### config.mk
export PLATFORM = sky130hd
export DESIGN_NAME = hamming_serial_rx
export DESIGN_NICKNAME = d
export VERILOG_FILES = /design/src/rtl/hamming_serial_rx.sv
export SDC_FILE = /design/constraint.sdc
export NUM_CORES = 1
export LEC_CHECK = 0
export CAP_MARGIN = 10
export CORE_AREA = 2 2 66 68
export CTS_CLUSTER_DIAMETER = 150
export DETAILED_ROUTE_END_ITERATION = 10
export DIE_AREA = 0 0 68 70
export PLACE_DENSITY_LB_ADDON = 0.2
export SETUP_SLACK_MARGIN = 0.5
export SLEW_MARGIN = 20
export SYNTH_ARGS = -nofsm -noshare
export SYNTH_HDL_FRONTEND = slang
export SYNTH_SLANG_ARGS = --single-unit
### constraint.sdc
create_clock -name clk -period 2.95 [get_ports clk]
set_clock_uncertainty 0.2 [all_clocks]
set_input_delay 0.295 -clock clk [delete_from_list [all_inputs] [get_ports clk]]
set_output_delay 0.295 -clock clk [all_outputs]
set_load 0.05 [all_outputs]
### src/rtl/hamming_serial_rx.sv
// UART-style receiver for 7-bit Hamming codewords: start, 7 data LSB-first, optional even parity, stop.
// Build with RX_PARITY_EN defined to expect the even-parity bit between the last data bit and stop.
//
// state  | meaning
// IDLE   | line idle, waiting for a synchronised 1->0 edge
// START  | timing to the middle of the start bit to reject glitches
// DATA   | sampling data bits 0..6 at bit centres
// PARITY | sampling the even-parity bit (RX_PARITY_EN builds only)
// STOP   | sampling the stop bit, publishing the word or flagging an error
// BREAK  | line held low after a bad stop bit, waiting for release

module hamming_serial_rx #(
  parameter int CLKS_PER_BIT = 2813,
  parameter int SYNC_STAGES  = 2
) (
  input  logic       clk,
  input  logic       rst,
  input  logic       rx_i,
  output logic [6:0] palabra_o,
  output logic       valid_o,
  output logic       frame_err_o,
  output logic       busy_o
);

  localparam int CNT_W = (CLKS_PER_BIT > 2) ? $clog2(CLKS_PER_BIT) : 1;
  localparam logic [CNT_W-1:0] MID_CNT  = CNT_W'(CLKS_PER_BIT / 2);
  localparam logic [CNT_W-1:0] LAST_CNT = CNT_W'(CLKS_PER_BIT - 1);

  typedef enum logic [2:0] {
    IDLE,
    START,
    DATA,
`ifdef RX_PARITY_EN
    PARITY,
`endif
    STOP,
    BREAK
  } state_t;

  state_t                 state;
  logic [SYNC_STAGES-1:0] sync_q;
  logic                   rxs;
  logic                   rxs_q;
  logic [CNT_W-1:0]       baud_cnt;
  logic [2:0]             bit_cnt;
  logic [6:0]             shift_q;
  logic                   par_ok;

  assign rxs = sync_q[SYNC_STAGES-1];

  // Synchroniser and edge-detect history preset to 1 so reset looks like an idle line.
  always_ff @(posedge clk) begin
    if (rst) begin
      sync_q <= '1;
      rxs_q  <= 1'b1;
    end else begin
      sync_q <= {sync_q[SYNC_STAGES-2:0], rx_i};
      rxs_q  <= rxs;
    end
  end

`ifdef RX_PARITY_EN
  logic par_ok_q;
  assign par_ok = par_ok_q;
`else
  assign par_ok = 1'b1;
`endif

  always_ff @(posedge clk) begin
    if (rst) begin
      state       <= IDLE;
      baud_cnt    <= '0;
      bit_cnt     <= '0;
      shift_q     <= '0;
      palabra_o   <= '0;
      valid_o     <= 1'b0;
      frame_err_o <= 1'b0;
      busy_o      <= 1'b0;
`ifdef RX_PARITY_EN
      par_ok_q    <= 1'b1;
`endif
    end else begin
      valid_o     <= 1'b0;
      frame_err_o <= 1'b0;
      case (state)
        IDLE: begin
          if (rxs_q && !rxs) begin
            state    <= START;
            baud_cnt <= '0;
            busy_o   <= 1'b1;
          end
        end

        START: begin
          if (baud_cnt == MID_CNT) begin
            // Restarting the count here puts every later sample at a bit centre.
            baud_cnt <= '0;
            if (!rxs) begin
              state   <= DATA;
              bit_cnt <= '0;
            end else begin
              state  <= IDLE;
              busy_o <= 1'b0;
            end
          end else begin
            baud_cnt <= baud_cnt + 1'b1;
          end
        end

        DATA: begin
          if (baud_cnt == LAST_CNT) begin
            baud_cnt         <= '0;
            shift_q[bit_cnt] <= rxs;
            if (bit_cnt == 3'd6) begin
              bit_cnt <= '0;
`ifdef RX_PARITY_EN
              state   <= PARITY;
`else
              state   <= STOP;
`endif
            end else begin
              bit_cnt <= bit_cnt + 3'd1;
            end
          end else begin
            baud_cnt <= baud_cnt + 1'b1;
          end
        end

`ifdef RX_PARITY_EN
        PARITY: begin
          if (baud_cnt == LAST_CNT) begin
            baud_cnt <= '0;
            par_ok_q <= ~(^shift_q ^ rxs);
            state    <= STOP;
          end else begin
            baud_cnt <= baud_cnt + 1'b1;
          end
        end
`endif

        STOP: begin
          if (baud_cnt == LAST_CNT) begin
            baud_cnt <= '0;
            if (rxs && par_ok) begin
              palabra_o <= shift_q;
              valid_o   <= 1'b1;
              state     <= IDLE;
              busy_o    <= 1'b0;
            end else begin
              frame_err_o <= 1'b1;
              if (!rxs) begin
                state <= BREAK;
              end else begin
                state  <= IDLE;
                busy_o <= 1'b0;
              end
            end
          end else begin
            baud_cnt <= baud_cnt + 1'b1;
          end
        end

        BREAK: begin
          if (rxs) begin
            state  <= IDLE;
            busy_o <= 1'b0;
          end
        end

        default: begin
          state  <= IDLE;
          busy_o <= 1'b0;
        end
      endcase
    end
  end

endmodule
# Word level (Yosys, flattened, before mapping)
# Cells that the tools add are included.
# word_totals
reg_bits	38
in_bits	3
# op_classes
add_sub_neg	2
order_cmp	2
n_eq_ne	14
n_mux	28
bitwise_logic	3
reduce_logical	14
# ops
operator	count
12-bit 2-to-1 mux	3
12-bit one-hot mux with 3 select lines	1
3-bit 2-to-1 mux	11
3-bit one-hot mux with 5 select lines	1
2-bit != test, second input constant	7
12-bit by 1-bit adder with 12-bit output, second input constant	1
12-bit by 11-bit == test with 1-bit output, second input constant	1
12-bit == test, second input constant	1
4-bit AND reduction	2
7-bit bitwise mux	1
1-bit 2-to-1 mux	7
3-bit by 2-bit == test with 1-bit output, second input constant	2
3-bit == test, second input constant	2
3-bit one-hot mux with 2 select lines	1
6-bit AND reduction	1
1-bit one-hot mux with 5 select lines	1
3-bit by 4-bit less-than comparator with 1-bit output, second input constant	1
2-bit AND reduction	2
3-bit by 1-bit adder with 3-bit output, second input constant	1
1-bit demux with 3-bit select	1
3-bit by 1-bit == test with 1-bit output, second input constant	1
3-bit by 1-bit greater-or-equal comparator with 1-bit output, second input constant	1
3-bit logical NOT	1
1-bit NOT	3
other kinds (8)	9

# Logic depth before layout (Yosys ltp)
# Gate-level depths: netlist of the first run.
# depth
word_depth	5
mapped_depth	7
depth_no_buf	6

# Least setup slack after synthesis of the first run
# Ideal clock, no wire load.
# synth_timing
kind	reg-to-reg
from	register baud_cnt[0]
to	register bit_cnt[0]
arrival_ns	1.600
path_slack_ns	1.030
stages_incl_launch_ff	7
cell_sequence	dfxtp_1 inv_1 ha_1 and4bb_2 nand4_4 o32ai_2 mux2_2
# synth_between
elab_chain_len	3
elab_cells_between_ends	5
classes_between	eq/ne (4); reduce/logical (1)
# synth_rtl
element	line	source
start, declared	44	logic [CNT_W-1:0] baud_cnt;
start signal, assigned	106	baud_cnt <= baud_cnt + 1'b1;
start signal, assigned	125	baud_cnt <= baud_cnt + 1'b1;
start signal, assigned	159	baud_cnt <= baud_cnt + 1'b1;
12-bit == test or 12-bit by 11-bit == test with 1-bit output (tied branches)	111, 95	
2-bit != test (no line)	-	
4-bit AND reduction (no line) (*)	-	
end signal, assigned	122	bit_cnt <= bit_cnt + 3'd1;
end, declared	45	logic [2:0] bit_cnt;
# Mark *: on every way between the ends. The rest lies on a longest branch, timed or not.
# A chain may end at the register's enable or synchronous reset.

# Final worst setup path of the first run
# layout_timing
from	register baud_cnt[0]
to	register baud_cnt[11]
# layout_between
elab_chain_len	3
elab_cells_between_ends	6
classes_between	add/sub (1); eq/ne (2); mux (3)
# layout_rtl
element	line	source
12-bit by 1-bit adder with 12-bit output (tied with other cells)	106, 125, 159	
12-bit 2-to-1 mux (on tied branches)	111, 142, 95	
12-bit one-hot mux with 3 select lines (*)	85	case (state)
# Marked as above.

==> results of run 1 <==
layer usage:
metal / part of all wire (%) / vias to the layer above
met5: 0 / -
met4: 1.2 / 0
met3: 3.9 / 6
met2: 44 / 28
met1: 50 / 763
li1: - / 845
logic make-up after synthesis:
group | share of synthesized area (%)
fa+ha+maj | 1.92
compound gates | 20.7
flops | 38.9
xor+xnor | 0.896
mux | 6.72
simple gates | 25.8
buf+inv | 5.05
worst max-delay path, cell delays in order (launching register included):
cell      delay, ns
dfxtp_1        0.32
inv_1          0.12
ha_1           0.17
and4bb_2       0.34
a31oi_1        0.21
o41ai_1        0.60
a21oi_1        0.07
flip-flops by register name, indices dropped and copies added, names as in the netlist:
register,count
busy_o,1
valid_o,1
shift_q,7
palabra_o,7
sync_q,2
state,3
rxs_q,1
bit_cnt,3
baud_cnt,12
frame_err_o,1
layout make-up:
| cell class | instances | area [um^2] |
|---|---|---|
| clock buffer | 6 | 82.6 |
| clock inverter | 2 | 12.5 |
| fill | 406 | 1940 |
| inverter | 12 | 45.0 |
| multi-input combinational | 161 | 1100 |
| sequential | 38 | 761 |
| tap | 52 | 65.1 |
| timing repair buffer | 15 | 143 |
stage by stage:
step           area, um^2  power, mW
3_3_place_gp         2110      0.589
2_1_floorplan        1960      0.570
4_1_cts              2200      0.961
6_report             2200      0.956
5_1_grt              2200      0.992
3_5_place_dp         2110      0.588
report_power, final:
part / switching, mW / total, mW / leakage, nW / internal (mW)
combinational: 0.0320 / 0.0499 / 0.426 / 0.0179
clock: 0.192 / 0.380 / 0.0472 / 0.188
sequential: 0.00758 / 0.526 / 0.307 / 0.519
total: 0.231 / 0.956 / 0.780 / 0.725
path summary, 6_finish.rpt:
| check | from | to | slack [ns] | depth (start not counted) |
|---|---|---|---|---|
| worst max-delay path | baud_cnt[0] | baud_cnt[11] | 0.79 | 6 |
| worst min-delay path | sync_q[0] | sync_q[1] | 0.22 | 1 |
| worst max register to register | baud_cnt[0] | baud_cnt[11] | 0.79 | 6 |
| worst min register to register | sync_q[0] | sync_q[1] | 0.22 | 1 |
cells in the mapped netlist (all sizes together) (5+ instances only):
| master | count | area [um^2] |
|---|---|---|
| buf | 6 | 35.0 |
| or2 | 5 | 31.3 |
| mux2i | 12 | 120 |
| nand4 | 5 | 46.3 |
| dfxtp | 38 | 761 |
| nor2 | 10 | 37.5 |
| nand3 | 12 | 60.1 |
| a21oi | 10 | 50.1 |
| inv | 12 | 45.0 |
| clkbuf | 5 | 18.8 |
| nand2 | 23 | 86.3 |
| o211ai | 5 | 37.5 |
| o21ai | 13 | 65.1 |
==> impl_results.md, run 1 <==
- Post-synth EDFFs: 0
- CORE AREA: 4140 um^2
- Grt ovf: 0
- RSZ-0062 raised after global routing: false
- Syn-to-layout area delta: 12.7%
- Commonest non-fill, non-tap cells in the layout: dfxtp_1, nand2_1
- Initial antenna violation count: 0
- Clk slew on worst S/H paths: 0.08 ns
- Power Density: 433 nW/um^2
- Setup_tns: 0 ns
- Syn nets: 228
- Finished Layout Cells: 286
- Via count: 1642
- Sinks on Clock Net: 38
- Ys Warns: 0
- Commonest non-fill, non-tap cell in the layout: dfxtp_1
- Wire length per cell: 14.0 um
- Post-CTS setup buffers: 0
- Max_cap viols: 0
- Die H: 70 um
- Initial Utilization: 47.2%
- CP arrival: 2.11 ns
- Global-route usage over all layers: 18.5%
- Final hold slack: 0.221 ns
- Via-to-Cell Ratio: 5.74
- Max Freq: 0.462 GHz
- H-tree levels: 2
- Post-synthesis instance area: 1960 um^2
- Crit Path Category: flop to flop
- Pre-antenna DRT Iters: 4
- ANT nets after route: 0
- Row count: 24
- Dpl ws: 0.763 ns
- Worst setup margin: 0.788 ns
- I/O Pins: 13
- Placed insts: 278
- Period utilisation layout: 73.3%
- Gpl congestion: 0.827
- GR Layer Usage met3: 3.54%
- Hold_buf cts: 0
- Met1 global-route usage: 25.8%
- Routed WL: 4010 um
- Critical Path RT: 2.90 ns
- Most used DFF post-synth: dfxtp_1
- Leak: 0.780 nW
- Nature of the critical path endpoint: flop
- Met2 Use GR: 27.7%
- Num CTS Buffers: 5
- Startpoint types: flop
- Final hold violation count: 0
- Post-layout util: 53.2%
- Drc violations: 0
- Initial drt markers: 171
- Cell variety after synth: 50
- Min Clock Period, post-route: 2.16 ns
- Ant. Diodes: 0
- Ys async rst share: 0%
- TritonCTS clock tree: done
- Final setup vio count: 0
- Slew margin rel.: 60.9%
- Worst-Margin Slew: 0.578 ns
- First-pass GRT wire length: 6850 um
- Crit-path max FO: 6
- Full die area: 4760 um^2
- Die width: 68 um
- Layout cell share with drive strength beyond 1: 10.7%
- Buffers on Ports: 12
- Outcome: complete, no violations
- Mapped Cells: 222
- Latest clock arrival within the worst-skew pair: 0.29 ns
- Root Driver: clkbuf_8
- Register bit count reported by yosys: 38
- Post-synthesis sequential area ratio: 38.9%
- Post-cts gate resize count: 0
- Number of global-route vias before repair: 1487
- DP Wirelength: 2850 um
- Clk buf depth: 2
- Maximum vdd drop: 0.246 mV
- Hold crit path type: flop to flop
- Max-slew violations: 0
- Largest net degree at the start of global routing: 19
- Nets@finish: 239
- Syn Area/Cell: 8.81 um^2
- Most used routing layer: met2
No activity file was read; power rests on OpenSTA's default activity.
==> run 2, diff against run 1 <==
==> constraint.sdc (replaced) <==
create_clock -name clk -period 2 [get_ports clk]
set_clock_uncertainty 0.2 [all_clocks]
set_input_delay 0.2 -clock clk [delete_from_list [all_inputs] [get_ports clk]]
set_output_delay 0.2 -clock clk [all_outputs]
set_load 0.05 [all_outputs]
==> impl_results.md, run 2 (synthesized netlist as in run 1, its figures left out) <==
- Outcome: complete, no violations (unchanged)
- TritonCTS clock tree: done (unchanged)
- Min Clock Period, post-route: 1.90 ns (was 2.16 ns)
- Drc violations: 0 (unchanged)
- Root Driver: clkbuf_8 (unchanged)
- CORE AREA: 4140 um^2 (unchanged)
- Logic pwr share: 7.0% (was 5.2%)
- Power Total: 1.54 mW (was 956 uW)
- Worst path depth: 6 (unchanged)
- DP Wirelength: 3140 um (was 2850 um)
- Routed WL: 4880 um (was 4010 um)
- Wire length per cell: 15.4 um (was 14.0 um)
- First-pass GRT wire length: 7820 um (was 6850 um)
- Syn-to-layout area delta: 40.3% (was 12.7%)
- Initial drt markers: 102 (was 171)
- WP buf/inv: 1 (unchanged)
- Met1 global-route usage: 29.3% (was 25.8%)
- Die H: 70 um (unchanged)
- Clk buf depth: 2 (unchanged)
- Clk slew on worst S/H paths: 0.08 ns (about the same)
- Reg2Reg Launch Point: baud_cnt[1] (was baud_cnt[0])
- Die width: 68 um (unchanged)
- Crit-path max FO: 5 (was 6)
- Gpl congestion: 0.818 (was 0.827)
- H-tree levels: 2 (unchanged)
- Setup_tns: 0 ns (unchanged)
- Nature of the critical path endpoint: flop (unchanged)
- RR Endpoint: bit_cnt[0] (was baud_cnt[11])
- ANT nets after route: 0 (unchanged)
- Sw Share: 23.4% (was 24.2%)
- Leak: 0.989 nW (was 0.780 nW)
- Sinks on Clock Net: 38 (unchanged)
- Slowest CP cell: dfxtp_2 (was o41ai_1)
- GR Layer Usage met3: 5.80% (was 3.54%)
- Max reg flops: 12 (unchanged)
- Clock power share: 42.7% (was 39.7%)
- Final setup vio count: 0 (unchanged)
- Most used routing layer: met2 (unchanged)
- CP top delay family: simple AND/OR/NAND/NOR gates (was compound AO/OA/AOI/OAI gates)
- Reg2reg setup slack: 0.10 ns (was 0.79 ns)
- Maximum vdd drop: 0.343 mV (was 0.246 mV)
- Final hold violation count: 0 (unchanged)
- Met2 Use GR: 31.2% (was 27.7%)
- Number of global-route vias before repair: 1747 (was 1487)
- Commonest non-fill, non-tap cell in the layout: dfxtp_1 (unchanged)
- Pre-antenna DRT Iters: 4 (unchanged)
- Worst-Margin Slew: 0.476 ns (was 0.578 ns)
- Latest clock arrival within the worst-skew pair: 0.30 ns (was 0.29 ns)
- Max Freq: 0.527 GHz (was 0.462 GHz)
- Grt ovf: 0 (unchanged)
- Global-route usage over all layers: 21.3% (was 18.5%)
- Startpoint types: flop (unchanged)
- CP arrival: 1.89 ns (was 2.11 ns)
- Via count: 1810 (was 1642)
- Part of the power in registers: 50.3% (was 55.1%)
- Final hold slack: 0.229 ns (was 0.221 ns)
- R2r worst-path depth: 6 (unchanged)
- Slew margin rel.: 68.2% (was 60.9%)
- Via-to-Cell Ratio: 5.71 (was 5.74)
- CP cell instances: inv_2 > ha_4 > and4bb_4 > nand4_4 > o32ai_4 > mux2_4 (was inv_1 > ha_1 > and4bb_2 > a31oi_1 > o41ai_1 > a21oi_1)
- Initial Utilization: 47.2% (unchanged)
- Dpl ws: 0.0294 ns (was 0.763 ns)
- Layout cell share with drive strength beyond 1: 40.8% (was 10.7%)
- Int Power: 1.18 mW (was 725 uW)
- Period utilisation layout: 94.9% (was 73.3%)
- Num CTS Buffers: 5 (unchanged)
- Crit Path Category: flop to flop (unchanged)
- Commonest non-fill, non-tap cells in the layout: dfxtp_1, buf_4, nand2_1 (was dfxtp_1, nand2_1)
- Critical Path RT: 1.99 ns (was 2.90 ns)
- Buffers on Ports: 12 (unchanged)
- Biggest register: baud_cnt (unchanged)
- Largest regs: baud_cnt x12, palabra_o x7, shift_q x7 (unchanged)
- Ant. Diodes: 0 (unchanged)
- End of the critical path: bit_cnt[0] (was baud_cnt[11])
- Hold_buf cts: 0 (unchanged)
- Max_cap viols: 0 (unchanged)
- Max-slew violations: 0 (unchanged)
- Initial antenna violation count: 0 (unchanged)
- Worst setup margin: 0.102 ns (was 0.788 ns)
- Full die area: 4760 um^2 (unchanged)
- Net switching power: 361 uW (was 231 uW)
- I/O Pins: 13 (unchanged)
- Largest net degree at the start of global routing: 16 (was 19)
- Post-layout util: 66.2% (was 53.2%)
- RSZ-0062 raised after global routing: true (was false)
- Nets@finish: 270 (was 239)
- Critical Path Start: baud_cnt[1] (was baud_cnt[0])
- Max incr delay on CP: 0.34 ns (was 0.60 ns)
- Power Density: 562 nW/um^2 (was 433 nW/um^2)
- Row count: 24 (unchanged)
- Hold crit path type: flop to flop (unchanged)
## run 2: per-stage QoR
step / instance area, um^2 / std cells
after CTS: 2580 / 311
after global routing: 2740 / 317
after floorplan: 2020 / 222
final: 2740 / 317
after detailed placement: 2300 / 296
after global placement: 2300 / 296
## run 2: how the worst min path moves through the flow
stage | start | end | slack (ns) | depth (start not counted)
after floorplan | rx_i | sync_q[0] | 0.10 | 1
after global placement | sync_q[0] | sync_q[1] | 0.21 | 1
after detailed placement | sync_q[0] | sync_q[1] | 0.21 | 1
after CTS | sync_q[0] | sync_q[1] | 0.23 | 1
after global routing | sync_q[0] | sync_q[1] | 0.25 | 1
final | sync_q[0] | sync_q[1] | 0.23 | 1
## run 2: final cells by class
class,instances,area (um^2)
fillers,335,1400
multi-input cells,161,1350
flip-flops and latches,38,768
repair buffers,46,402
clock buffers,5,68.8
well taps,52,65.1
inverters,12,47.5
clock inverters,3,45.0
## run 2: repair_timing
action,in CTS,in global routing
setup endpoints to repair,45,37
pin swaps,17,17
gates cloned,0,0
buffers inserted,7,6
resized for setup,53,36
## run 2: power groups by stage
stage | combinational [mW] | clock (mW) | sequential, mW
floorplan | 0.0509 | 0 | 0.793
global placement | 0.0894 | 0 | 0.792
detailed placement | 0.0891 | 0 | 0.792
CTS | 0.0989 | 0.668 | 0.774
global route | 0.116 | 0.702 | 0.778
finish | 0.108 | 0.659 | 0.776
## run 2: layer usage
layer | part of all wire (%) | up-vias
li1 | - | 907
met1 | 48 | 860
met2 | 47 | 29
met3 | 2.9 | 14
met4 | 1.9 | 0
met5 | 0 | -
==> run 3, diff against run 2 <==
--- a/config.mk
+++ b/config.mk
@@ -10,6 +10,7 @@
 export CTS_CLUSTER_DIAMETER = 150
 export DETAILED_ROUTE_END_ITERATION = 10
 export DIE_AREA = 0 0 68 70
+export DONT_BUFFER_PORTS = 1
 export PLACE_DENSITY_LB_ADDON = 0.2
 export SETUP_SLACK_MARGIN = 0.5
 export SLEW_MARGIN = 20
==> impl_results.md, run 3 (synthesized netlist as in run 1, its figures left out) <==
- Crit Path Category: flop to flop (unchanged)
- Nature of the critical path endpoint: flop (unchanged)
- Full die area: 4760 um^2 (unchanged)
- Sinks on Clock Net: 38 (unchanged)
- Crit-path max FO: 5 (unchanged)
- Hold crit path type: input port to flop (was flop to flop)
- Power Density: 551 nW/um^2 (was 562 nW/um^2)
- Routed WL: 4940 um (was 4880 um)
- Biggest register: baud_cnt (unchanged)
- Gpl congestion: 0.874 (was 0.818)
- Global-route usage over all layers: 23.1% (was 21.3%)
- Period utilisation layout: 94.2% (was 94.9%)
- Outcome: complete, but fails checks (was complete, no violations)
- Clk slew on worst S/H paths: 0.08 ns (about the same)
- Largest net degree at the start of global routing: 17 (was 16)
- Max Freq: 0.531 GHz (was 0.527 GHz)
- Via-to-Cell Ratio: 5.84 (was 5.71)
- Die width: 68 um (unchanged)
- First-pass GRT wire length: 8390 um (was 7820 um)
- Initial antenna violation count: 0 (unchanged)
- Commonest non-fill, non-tap cell in the layout: dfxtp_1 (unchanged)
- Die H: 70 um (unchanged)
- Largest regs: baud_cnt x12, palabra_o x7, shift_q x7 (unchanged)
- Maximum vdd drop: 0.603 mV (was 0.343 mV)
- Hold_buf cts: 2 (was 0)
- Critical Path RT: 1.98 ns (was 1.99 ns)
- Nets@finish: 257 (was 270)
- I/O Pins: 13 (unchanged)
- Min Clock Period, post-route: 1.88 ns (was 1.90 ns)
- ANT nets after route: 0 (unchanged)
- Layout cell share with drive strength beyond 1: 37.3% (was 40.8%)
- Power Total: 1.44 mW (was 1.54 mW)
- Via count: 1776 (was 1810)
- Initial drt markers: 140 (was 102)
- Worst-Margin Slew: 0.530 ns (was 0.476 ns)
- Ant. Diodes: 0 (unchanged)
- Pre-antenna DRT Iters: 4 (unchanged)
- Row count: 24 (unchanged)
- DP Wirelength: 3200 um (was 3140 um)
- CP cell instances: inv_2 > ha_4 > and4bb_4 > nand4_4 > or4_4 > mux2i_1 (was inv_2 > ha_4 > and4bb_4 > nand4_4 > o32ai_4 > mux2_4)
- Final hold slack: -0.234 ns (was 0.229 ns)
- Failing checks: hold timing
- Slew margin rel.: 64.6% (was 68.2%)
- Setup_tns: 0 ns (unchanged)
- Max_cap viols: 0 (unchanged)
- Latest clock arrival within the worst-skew pair: 0.29 ns (was 0.30 ns)
- Slowest CP cell: or4_4 (was dfxtp_2)
- Root Driver: clkbuf_8 (unchanged)
- Wire length per cell: 16.3 um (was 15.4 um)
- Commonest non-fill, non-tap cells in the layout: dfxtp_1, buf_4, nand2_1 (unchanged)
- H-tree levels: 2 (unchanged)
- Buffers on Ports: 0 (was 12)
- RSZ-0062 raised after global routing: true (unchanged)
- Max incr delay on CP: 0.48 ns (was 0.34 ns)
- Grt ovf: 0 (unchanged)
- Leak: 0.937 nW (was 0.989 nW)
- Startpoint types: flop (unchanged)
- Syn-to-layout area delta: 33.5% (was 40.3%)
- TritonCTS clock tree: done (unchanged)
- Initial Utilization: 47.2% (unchanged)
- Max reg flops: 12 (unchanged)
- Final setup vio count: 0 (unchanged)
- Final hold violation count: 13 (was 0)
- Max-slew violations: 0 (unchanged)
- Clk buf depth: 2 (unchanged)
- Number of global-route vias before repair: 1721 (was 1747)
- Num CTS Buffers: 5 (unchanged)
- CP arrival: 1.87 ns (was 1.89 ns)
- Drc violations: 0 (unchanged)
- CORE AREA: 4140 um^2 (unchanged)
-- run 3: cell types whose count changed in the layout (fill, tap and decap cells not counted), moves of 2 or more --
cell,delta
clkdlybuf4s15_2,-8
buf_4,-2
buf_6,-2
clkbuf_2,-2
clkdlybuf4s50_1,-2
dfxtp_1,+2
dfxtp_2,-2
dlygate4sd3_1,+2
-- run 3: worst max-delay path, delay by kind of cell, from the launching register on --
kind / cells / cell delay [ns]
AND/OR/NAND/NOR: 3 / 0.92
adder cells (fa/ha/maj): 1 / 0.13
multiplexers: 1 / 0.13
flip-flops: 1 / 0.34
buffers and inverters: 1 / 0.07
-- run 3: worst paths after layout --
check | startpoint | endpoint | cells after the start | slack [ns]
max | baud_cnt[1] | palabra_o[5] | 6 | 0.12
min | rst | bit_cnt[1] | 1 | -0.23
max reg2reg | baud_cnt[1] | palabra_o[5] | 6 | 0.12
min reg2reg | shift_q[0] | shift_q[0] | 2 | 0.27
-- run 3: repair_timing --
action / in CTS / in global routing
gates resized for setup: 37 / 18
endpoints found under the setup margin: 35 / 35
setup buffers: 12 / 3
pin swaps: 17 / 12
endpoints found under the hold margin: 14 / 13
-- run 3: through the flow --
step	cell area, um^2	hold WS (ns)	std cells	setup slack, ns	util (%)
after global routing	2610	-0.253	304	0.0456	63.0
after floorplan	2020	0.104	222	0.146	-
after global placement	2160	0.0679	279	0.0732	52.1
after detailed placement	2160	0.0700	279	0.0429	52.1
after CTS	2520	-0.238	301	0.105	60.8
final	2610	-0.234	304	0.117	63.0
-- run 3: where the power goes --
group,switching (mW),internal [mW]
Clock,0.280,0.277
Sequential,0.0112,0.766
Combinational,0.0577,0.0468
Total,0.348,1.09
-- run 3: cell type report --
class / count / area, um^2
clock buffer: 6 / 82.6
clock inverter: 2 / 12.5
fill: 342 / 1530
inverter: 12 / 47.5
multi-input combinational: 161 / 1350
sequential: 38 / 766
tap: 52 / 65.1
timing repair buffer: 33 / 284
-- run 3: per-layer routing --
metal	global-route usage, %	share of wire, %
met5	0	0
met4	5.56	1.3
met3	5.64	3.2
met2	37.8	50
met1	30.3	46
==> RTL edit 1, RTL diff (config.mk and constraints of run 3) <==
Set the parameter `CLKS_PER_BIT` to 11252 (it was 2813).
--- a/src/rtl/hamming_serial_rx.sv
+++ b/src/rtl/hamming_serial_rx.sv
@@ -10,7 +10,7 @@
 // BREAK  | line held low after a bad stop bit, waiting for release
 
 module hamming_serial_rx #(
-  parameter int CLKS_PER_BIT = 2813,
+  parameter int CLKS_PER_BIT = 11252,
   parameter int SYNC_STAGES  = 2
 ) (
   input  logic       clk,
Check against the original RTL: same outputs for any inputs over 10 cycles, from zero or initial values and one cycle with rst high; that may be too few to reach the edited logic, so the function may still have changed.
==> RTL edit 1 against run 3 <==
Setup slack got worse by 0.10 ns. The flow still finishes with violations (negative hold slack). Routed wire length fell by 4.0%. Synthesized area rose by 2.0%. Final area rose by 0.86%. Global-route usage fell by 2.4 points. Sequential cell count rose by 2.
Power is not compared: it rests on default switching activity, and its combinational part moved more than twofold at a synthesized area within 25%.
==> RTL edit 1: results (changes against run 3) <==
* Status: finished with violations
* Failing checks: negative hold slack
* Post-synth EDFFs at 0 (unchanged)
* VDD IR-drop max at 0.381 mV
* IO Port Bufs at 0 (unchanged)
* Crit end category: flip-flop
* Synth Flop Type: dfxtp_1
* Initial antenna violation count at 0 (unchanged)
* Distinct cells, synth at 55 (+10%)
* Asr flop ratio synth at 0 (unchanged)
* Count of yosys warnings during synthesis at 0 (unchanged)
* ANT cells at 0 (unchanged)
* Number of DRC markers after the initial detailed-route iteration at 102 (-27%)
* Via count at 1,786 (+0.56%)
* Fill count at 349 (+2.0%)
* H-tree levels at 2 (unchanged)
* Hold Path Class: in -> reg
* Drt pass-1 iters at 4 (unchanged)
* Max clock buf depth at 2 (unchanged)
* Proportion of layout cells with a drive suffix above 1 at 0.340 (-0.0332)
* Final Hold Viols at 27 (+14)
* Sequential-to-total area share from yosys stat at 0.401 (+0.0123)
* Synth top area cells: dfxtp_1, mux2i_1, nor2_1
* Static Leak at 1.11 nW
* Avg Vias per Cell at 5.74 (-1.7%)
* Worst EP arrival at 1.99 ns (+0.12 ns)
* Mapped Cells at 220 (-0.90%)
* P_int at between 1 and 1.5 mW
* Worst skew pair latency at 0.30 ns
* R2r setup slk at 0.01 ns (-0.10 ns)
* Pin count of the biggest net entering global routing at 30 (+13)
* Routed wire per std cell at 15.3 um (-6.1%)
* Worst-path clk slew at 0.08 ns (about the same)
* Post-CTS Hold Buffers at 2 (unchanged)
* Placer Congestion at 0.858 (-1.9%)
* TritonCTS Buffers at 5 (unchanged)
* First-pass GRT wire length at 7.53 mm (-10%)
* Post-synth top area share at 0.401 (+0.0123)
* Slew @ Worst Pin at 0.511 ns (-0.0194 ns)
* Placed cells at 295 (+5.7%)
* Vias in the first global route at 1,664 (-3.3%)
* Largest registers: baud_cnt (14), palabra_o (7), shift_q (7)
* Crit-path max FO at 19 (+14)
* Root buffer cell: clkbuf_8
* Synth top cells by count: dfxtp_1, nor2_1, mux2i_1, nand2_1, a21oi_1
* Synthesized Nets at 225 (-1.3%)
* GRT Resource Usage Total at 0.207 (-0.0243)
* # nets final at 263 (+2.3%)
* Hold WS at -0.246 ns (-0.0122 ns)
* HPWL after detailed placement at 3.19 mm (-0.43%)
==> RTL edit 1: per-stage QoR <==
stage          setup TNS [ns]  setup slack (ns)  instance area [um2]  total power, mW  utilization
6_report                    0            0.0143                 2630             1.78        0.636
5_1_grt                -0.416           -0.0712                 2630             1.84        0.636
4_1_cts                     0            0.0421                 2490             1.77        0.601
3_3_place_gp           -0.302           -0.0873                 2320             1.06        0.559
2_1_floorplan               0             0.115                 2060             1.01            -
3_5_place_dp           -0.673            -0.140                 2320             1.07        0.559
==> RTL edit 1: worst paths after layout <==
check	start	end	cells after the start
hold reg to reg	shift_q[0]$_SDFFE_PP0P_	shift_q[0]$_SDFFE_PP0P_	2
setup / recovery	baud_cnt[0]$_SDFFE_PP0P_	baud_cnt[5]$_SDFFE_PP0P_	7
hold / removal	rst	baud_cnt[13]$_SDFFE_PP0P_	1
setup reg to reg	baud_cnt[0]$_SDFFE_PP0P_	baud_cnt[5]$_SDFFE_PP0P_	7
==> RTL edit 1: routing by layer <==
| layer | wire (um) | GRT usage | vias up | part of all wire |
|---|---|---|---|---|
| met5 | 0 | 0 | - | 0 |
| met4 | 108 | 0.104 | 0 | 0.023 |
| met3 | 159 | 0.0564 | 11 | 0.034 |
| met1 | 2110 | 0.266 | 866 | 0.44 |
| met2 | 2370 | 0.314 | 32 | 0.50 |
| li1 | - | - | 877 | - |
==> RTL edit 1: power by group through the flow <==
stage               combinational (mW)  clock (mW)  sequential (mW)
finish                           0.238       0.705            0.841
global route                     0.258       0.740            0.844
CTS                              0.220       0.712            0.839
detailed placement               0.210           0            0.858
global placement                 0.202           0            0.858
floorplan                        0.156           0            0.857
==> RTL edit 1: worst max-delay path, cell delays in order, from the launching register on <==
cell and delay [ns]:
dfxtp_4 0.36, inv_2 0.06, ha_2 0.15, and4bb_2 0.25, nand4_4 0.10, a32o_4 0.41, a21o_1 0.19, a22o_1 0.17
==> RTL edit 1: layout make-up <==
cell class,instances,share of cell area
multi-input cells,161,0.466
flip-flops and latches,40,0.309
repair buffers,44,0.146
clock buffers,6,0.0314
well taps,52,0.0247
clock inverters,2,0.0147
inverters,6,0.00855
==> RTL edit 1: what timing repair did <==
action	in CTS	in global routing
pin swaps	4	19
gates resized for setup	11	25
setup endpoints to repair	37	37
setup buffers	1	5
endpoints found under the hold margin	28	27
==> RTL edit 1: logic make-up after synthesis <==
| kind of cell | share of synthesized area |
|---|---|
| buf+inv | 0.0533 |
| flops | 0.401 |
| compound gates | 0.165 |
| fa+ha+maj | 0.0125 |
| mux | 0.0652 |
| xor+xnor | 0.0132 |
| simple gates | 0.290 |
==> RTL edit 2, RTL diff (flow settings as in run 3) <==
Without the edit above. Reset style: asynchronous (`rst`), changed in 2 clocked blocks.
--- a/src/rtl/hamming_serial_rx.sv
+++ b/src/rtl/hamming_serial_rx.sv
@@ -49,7 +49,7 @@
   assign rxs = sync_q[SYNC_STAGES-1];
 
   // Synchroniser and edge-detect history preset to 1 so reset looks like an idle line.
-  always_ff @(posedge clk) begin
+  always_ff @(posedge clk or posedge rst) begin
     if (rst) begin
       sync_q <= '1;
       rxs_q  <= 1'b1;
@@ -66,7 +66,7 @@
   assign par_ok = 1'b1;
 `endif
 
-  always_ff @(posedge clk) begin
+  always_ff @(posedge clk or posedge rst) begin
     if (rst) begin
       state       <= IDLE;
       baud_cnt    <= '0;
Check against the original RTL: differs if rst is asserted again (counterexample within 4 cycles, from zero or initial values and one cycle with rst high); with rst held inactive, the same outputs for 10 cycles.
==> RTL edit 2 against run 3 <==
Sequential cell count unchanged. Core utilization fell by 0.48 points. Setup slack got worse by 0.23 ns. The flow finishes with violations (negative setup slack). Routed wire length down 6.2%. Synthesized cell count down 18%. Synthesized area fell by 2.6%. Final area shrank 0.77%. Critical path type unchanged. Highest routed layer unchanged. Worst hold slack improved by 0.39 ns.
Power is not compared: it rests on default switching activity, and its combinational part moved more than twofold at a synthesized area within 25%.
==> RTL edit 2: results (changes against run 3) <==
* Met2 Use GR at 0.324 (-0.0539)
* Status: finished with violations
* Slowest cell on crit path: dfrtp_1
* Adder-Cell Fraction of Synth Area at 0.0197 (+0.000517)
* Worst Slack Setup Final at -0.115 ns (-0.232 ns)
* # nets final at 239 (-7.0%)
* Synthesized Nets at 187 (-18%)
* Post-place setup slack at -0.130 ns (-0.173 ns)
* Reg2reg path depth at 7 (+1)
* Synth top cells by count: dfrtp_1, nand2_1, nor2_1
* Reg2reg end: bit_cnt[0]$_DFFE_PP0P_
* Setup-failing EPs final at 18 (+18)
* Pin count of the biggest net entering global routing at 39 (+22)
* Met1 WL at 2.03 mm (-11%)
* Fill count at 318 (-7.0%)
* Placer Congestion at 0.850 (-2.8%)
* Slowest stage delay, CP at 0.40 ns (-0.08 ns)
* Setup TNS at -0.781 ns (-0.781 ns)
* Hold depth at 0 (-1)
* Hold Path End: sync_q[1]$_DFF_PP1_
* Proportion of layout cells with a drive suffix above 1 at 0.457 (+0.0842)
* Synth top area cells: dfrtp_1, mux2_2, dfstp_2
* First-pass GRT wire length at 7.39 mm (-12%)
* Resized cells post-CTS at 33 (-11%)
* Via count at 1,573 (-11%)
* GR Layer Usage met1 at 0.280 (-0.0233)
* GR Layer Usage met3 at 0.0596 (+0.00322)
* Postcts setup bufs at 8 (-4)
* Failing checks: negative setup slack
* HP Start: sync_q[0]$_DFF_PP1_
[RTL edit 2: cells by family after synthesis]
| logic type | Yosys count |
|---|---|
| xor gates and xnor gates | 1 |
| AOI/OAI and AO/OA | 33 |
| DFF | 38 |
| muxes | 16 |
| adders and majority gates | 3 |
| buffers and inverters | 14 |
| and+or+nand+nor | 76 |
[RTL edit 2: cell type report]
| type | count | share of cell area |
|---|---|---|
| multi-input cells | 129 | 0.404 |
| flip-flops and latches | 38 | 0.369 |
| repair buffers | 49 | 0.154 |
| clock buffers | 6 | 0.0280 |
| well taps | 52 | 0.0251 |
| inverters | 10 | 0.0145 |
| clock inverters | 2 | 0.00531 |
[RTL edit 2: through the flow]
step                instances  hold slack (ns)
floorplan                 181          0.00448
global placement          260          0.00454
detailed placement        260          0.00455
CTS                       279            0.163
global route              286            0.165
finish                    286            0.160
